<file path="config.mk">
export PLATFORM = sky130hd
export DESIGN_NAME = riscv_ifu
export DESIGN_NICKNAME = d
export VERILOG_FILES = /design/src/rtl/riscv_ifu.sv
export SDC_FILE = /design/constraint.sdc
export NUM_CORES = 1
export LEC_CHECK = 0
export BUFFER_PORTS_ARGS = -buffer_cell sky130_fd_sc_hd__buf_2
export CAP_MARGIN = 20
export CELL_PAD_IN_SITES_DETAIL_PLACEMENT = 0
export CELL_PAD_IN_SITES_GLOBAL_PLACEMENT = 2
export CORE_MARGIN = 2
export CORE_UTILIZATION = 25
export DETAILED_ROUTE_END_ITERATION = 8
export PLACE_DENSITY = 0.56
export SLEW_MARGIN = 15
export SYNTH_ARGS = -nofsm -noshare
export SYNTH_HDL_FRONTEND = slang
export SYNTH_SLANG_ARGS = --single-unit
</file>
<file path="constraint.sdc">
create_clock -name clk -period 9.6 [get_ports clk]
set_input_delay 1.92 -clock clk [delete_from_list [all_inputs] [get_ports clk]]
set_output_delay 1.92 -clock clk [all_outputs]
set_load 0.1 [all_outputs]
</file>
<file path="src/rtl/riscv_ifu.sv">
// riscv_ifu: fetch unit driving a 1-cycle IMEM into a DEPTH-entry FIFO with redirect flush; stall_cnt port when RISCV_IFU_PERF_EN is defined
module riscv_ifu #(
  parameter int XLEN = 64,
  parameter int ILEN = 32,
  parameter int IMEM_ADDR_WIDTH = 10,
  parameter int DEPTH = 4,
  parameter logic [XLEN-1:0] RESET_PC = '0
) (
  input  logic                       clk,
  input  logic                       rst_n,
  input  logic                       sft_rst,
  output logic                       imem_req,
  output logic [IMEM_ADDR_WIDTH-1:0] imem_addr,
  input  logic [ILEN-1:0]            imem_rdata,
  input  logic                       redirect_valid,
  input  logic [XLEN-1:0]            redirect_pc,
  output logic                       id_valid,
  input  logic                       id_ready,
  output logic [ILEN-1:0]            id_instr,
  output logic [XLEN-1:0]            id_pc
`ifdef RISCV_IFU_PERF_EN
  ,
  output logic [31:0]                stall_cnt
`endif
);
  localparam int AW = DEPTH > 1 ? $clog2(DEPTH) : 1;
  localparam int CW = $clog2(DEPTH + 1);
  logic [XLEN-1:0] fetch_pc;
  logic [XLEN-1:0] inflight_pc;
  logic            inflight;
  logic            run;
  logic            pop;
  logic            push;
  logic [CW-1:0]   count;
  logic [AW-1:0]   wr_ptr;
  logic [AW-1:0]   rd_ptr;
  logic [AW-1:0]   wr_nxt;
  logic [AW-1:0]   rd_nxt;
  logic [31:0]     occ;
  logic [XLEN-1:0] pc_q [DEPTH];
  logic [ILEN-1:0] instr_q [DEPTH];

  // occ counts buffered plus in-flight entries net of this cycle's pop: the fetch credit
  always_comb begin
    id_valid  = (count != '0) & ~redirect_valid;
    pop       = id_valid & id_ready;
    push      = inflight & ~redirect_valid;
    occ       = 32'(count) + 32'(inflight) - 32'(pop);
    imem_req  = run & ~redirect_valid & (occ < 32'(DEPTH));
    imem_addr = fetch_pc[IMEM_ADDR_WIDTH+1:2];
    wr_nxt    = (wr_ptr == AW'(DEPTH - 1)) ? '0 : wr_ptr + AW'(1);
    rd_nxt    = (rd_ptr == AW'(DEPTH - 1)) ? '0 : rd_ptr + AW'(1);
    id_instr  = (count != '0) ? instr_q[rd_ptr] : '0;
    id_pc     = (count != '0) ? pc_q[rd_ptr] : '0;
  end

  always_ff @(posedge clk or negedge rst_n) begin
    if (!rst_n) begin
      run         <= 1'b0;
      inflight    <= 1'b0;
      inflight_pc <= '0;
      fetch_pc    <= RESET_PC;
      count       <= '0;
      wr_ptr      <= '0;
      rd_ptr      <= '0;
    end else if (sft_rst) begin
      run         <= 1'b0;
      inflight    <= 1'b0;
      inflight_pc <= '0;
      fetch_pc    <= RESET_PC;
      count       <= '0;
      wr_ptr      <= '0;
      rd_ptr      <= '0;
    end else begin
      run         <= 1'b1;
      inflight    <= imem_req;
      inflight_pc <= imem_req ? fetch_pc : inflight_pc;
      fetch_pc    <= redirect_valid ? (redirect_pc & ~XLEN'(3)) : imem_req ? fetch_pc + XLEN'(4) : fetch_pc;
      count       <= redirect_valid ? '0 : count + CW'(push) - CW'(pop);
      wr_ptr      <= redirect_valid ? '0 : push ? wr_nxt : wr_ptr;
      rd_ptr      <= redirect_valid ? '0 : pop ? rd_nxt : rd_ptr;
    end
  end

  always_ff @(posedge clk) begin
    if (push) begin
      pc_q[wr_ptr]    <= inflight_pc;
      instr_q[wr_ptr] <= imem_rdata;
    end
  end

`ifdef RISCV_IFU_PERF_EN
  always_ff @(posedge clk or negedge rst_n) begin
    if (!rst_n)
      stall_cnt <= '0;
    else if (sft_rst)
      stall_cnt <= '0;
    else if (run & ~id_valid & ~redirect_valid & ~&stall_cnt)
      stall_cnt <= stall_cnt + 32'd1;
  end
`endif
endmodule

</file>
==> impl_metrics.py <==
metrics = {
    "outcome": {
        "status": "finished clean",
    },
    "grt": {
        "grt_pass1_wl_mm": 92.6,
        "grt_overflow": 0,
        "grt_max_degree": 74,
        "grt_pass1_vias": 13694,
        "grtUsageTotal_pct": 13.9,
        "grt_antenna_before_repair": 4,
    },
    "pwr": {
        "p_sw_mw": 1.12,
        "power_density_nw_per_um2": 189,
        "total_power_mw": 4.88,
        "pwr-share-seq_pct": 50.3,
        "p_sw_share_pct": 23.1,
        "p_comb_share_pct": 5.0,
        "vdd_drop_max_v": 0.000140,
        "p_int_mw": 3.75,
        "power_frac_clock_pct": 44.7,
        "leakagePower_nw": 8.78,
    },
    "sta": {
        "holdWs_ns": 0.514,
        "rsz0062_at_grt": "no",
        "finalCriticalPeriod_ns": 7.02,
        "finalCritPeriodShare_pct": 73.1,
        "slew-limit-headroom_pct": 30.0,
        "finalSetupViolCount": 0,
        "final.setup.tns_ns": 0,
        "finClkSkew_ns": 0.0259,
        "fmax_mhz": 142,
        "worst_pin_slew_ns": 1.05,
        "hold_viol": 0,
        "slew_violations": 0,
    },
    "critical_path": {
        "cp_max_fo": 45,
        "cp.required_ns": 7.68,
        "crit_path_start_kind": "input pin",
        "crit_arrival_ns": 5.10,
        "endpoint_kind": "output port",
        "crit_type": "in -> out",
    },
    "clocking": {
        "clk_path_buf_depth": 3,
        "ctsHoldBuffers": 0,
        "worstSkewPairLatency_ns": 0.61,
        "cts_sinks": 514,
        "cts_made_buffers": 57,
        "post_cts_buffers": 0,
        "cts-root-buf": "clkbuf_16",
        "htree_levels": 2,
        "cts_resized": 0,
        "clk_pin_slew_ns": 0.06,
        "cts_tree": "done",
    },
    "cells_and_area": {
        "nNetsFinal": 1740,
        "nFillCells": 8639,
        "antenna_cells": 0,
        "area_growth_pct": 18.9,
        "fin_cells": 2831,
        "layout-drive-gt1-share_pct": 25.9,
    },
    "synthesis": {
        "ys_async_sr_fraction_pct": 26.1,
        "synth_nets": 1559,
        "synthCells": 1446,
        "synth-edff-count": 380,
        "yosysWarnings": 0,
        "avgSynthCellArea_um2": 15.0,
        "yosysSeqAreaShare_pct": 68.0,
        "syn_area_um2": 21700,
        "ys_types": 72,
        "ys_seq_elements": 514,
        "synth_top_flop_cell": "edfxtp_1",
    },
    "floorplanning": {
        "die_y_um": 299,
        "core_um2": 86300,
        "die_w_um": 299,
        "ios": 209,
        "initial_core_util_pct": 25.1,
        "fp.dieArea_um2": 89200,
        "rows": 108,
    },
    "route": {
        "vias_per_cell": 4.60,
        "firstDrtPassIters": 5,
        "first_iter_violations": 843,
        "drt_wl_total_mm": 62.0,
        "ant_nets": 0,
        "vias": 13026,
        "drc": 0,
        "wire_per_inst_um": 21.9,
    },
    "placed_design": {
        "gp_congestion": 0.747,
        "placedCellCount": 2722,
        "io_buffers": 206,
        "dp_hpwl_mm": 39.0,
    },
    "min_path": {
        "hold_path_class": "reg -> reg",
    },
    "flow_run": {
        "drv_cap": 0,
    },
}
-- cell usage after synthesis, types with 4 or more instances --
cell	count	area [um^2]
ha_1	11	138
nor2b_1	104	651
a2111oi_0	4	35.0
mux2i_1	4	40.0
o41ai_1	6	52.6
nand2_1	178	668
a311oi_1	10	87.6
and4_1	17	149
o31ai_1	8	60.1
dfrtp_1	134	3350
o22ai_1	5	31.3
a311o_1	5	50.1
inv_1	19	71.3
nor3_1	17	85.1
nor2_1	53	199
a21oi_1	68	340
o211ai_1	8	60.1
nor4_1	10	62.6
a32o_1	9	90.1
buf_4	11	82.6
or3_1	5	31.3
or4_1	8	60.1
xnor2_1	11	96.3
clkbuf_1	58	218
and3_1	11	68.8
edfxtp_1	380	11400
o2111a_1	5	56.3
a211oi_1	21	158
nand3_1	22	110
mux4_2	95	2140
buf_2	12	60.1
and2_1	13	81.3
buf_1	19	71.3
o21ai_0	18	90.1
a22oi_1	7	52.6
nand4_1	28	175
-- routing by layer --
layer	wire length, um	share of wire [%]	GRT usage [%]	up-vias
li1	-	-	-	5930
met1	28400	46	19.1	6738
met2	29500	48	22.6	274
met3	2710	4.4	2.45	82
met4	1370	2.2	3.59	2
met5	11	0.018	0	-
-- worst paths after layout --
check	start	slack, ns	to	cells after the start
setup / recovery	redirect_valid	2.58	imem_req	11
hold / removal	inflight_pc[4]	0.51	pc_q[3][4]	0
setup reg to reg	count[1]	5.56	fetch_pc[27]	11
hold reg to reg	inflight_pc[4]	0.51	pc_q[3][4]	0
max in group asynchronous	rst_n	6.80	rd_ptr[0]	2
min in group asynchronous	rst_n	1.34	inflight_pc[55]	1
-- registers in the layout, summed over array words and instances (netlist names) --
register,flops
pc_q,252
instr_q,128
inflight_pc,63
fetch_pc,62
count,3
rd_ptr,2
wr_ptr,2
inflight,1
run,1
-- power groups by stage --
stage	logic, mW	clock network, mW	registers [mW]
floorplan	0.160	0	2.48
global placement	0.246	0	2.50
detailed placement	0.249	0	2.50
CTS	0.249	2.27	2.45
global route	0.264	2.34	2.46
finish	0.242	2.18	2.45
-- per-stage QoR --
stage               cell area [um^2]  util (%)  worst slack (ns)
detailed placement             23900      27.7              2.54
global placement               23900      27.7              2.51
global route                   25800      29.9              2.34
finish                         25800      29.9              2.58
CTS                            25800      29.9              2.53
floorplan                      21700         -              1.45
-- critical path: stages --
cell	delay, ns
buf_4	0.44
nor2_1	0.13
and2_1	0.24
ha_1	0.23
inv_1	0.06
ha_1	0.21
and3b_1	0.25
nor4_4	0.50
nor2_4	0.08
inv_2	0.44
buf_2	0.55
-- cell usage in the layout, fill, tap and decap left out, types with 10 or more instances in the layout --
master,count
edfxtp_1,380
buf_2,203
nand2_1,178
dfrtp_1,132
nor2b_1,104
mux4_2,95
a21oi_1,68
clkbuf_16,60
nor2_1,52
nand4_1,28
nand3_1,22
a211oi_1,21
buf_4,20
inv_1,18
o21ai_0,18
and4_1,17
nor3_1,16
xnor2_1,11
and3_1,11
ha_1,11
clkbuf_8,11
clkbuf_1,11
clkinv_2,11
nor4_1,10
a311oi_1,10
-- final cells by class --
| class | instances | area [um^2] | share of cell area [%] |
|---|---|---|---|
| Multi-Input combinational cell | 809 | 6430 | 24.9 |
| Clock inverter | 26 | 196 | 0.761 |
| Inverter | 20 | 75.1 | 0.291 |
| Timing Repair Buffer | 225 | 1200 | 4.64 |
| Sequential cell | 514 | 14800 | 57.2 |
| Tap cell | 1155 | 1450 | 5.60 |
| Clock buffer | 82 | 1690 | 6.56 |
-- cells by family (layout without fill, tap and decap cells) --
logic type / after synthesis / after routing / synth area share, %
compound gates: 200 / 200 / 6.63
simple gates: 484 / 484 / 11.5
xor+xnor: 14 / 14 / 0.565
mux: 99 / 99 / 10.0
buf+inv: 123 / 353 / 2.46
fa+ha+maj: 12 / 12 / 0.726
flops: 514 / 514 / 68.0
Power figures use the tool's default switching activity.
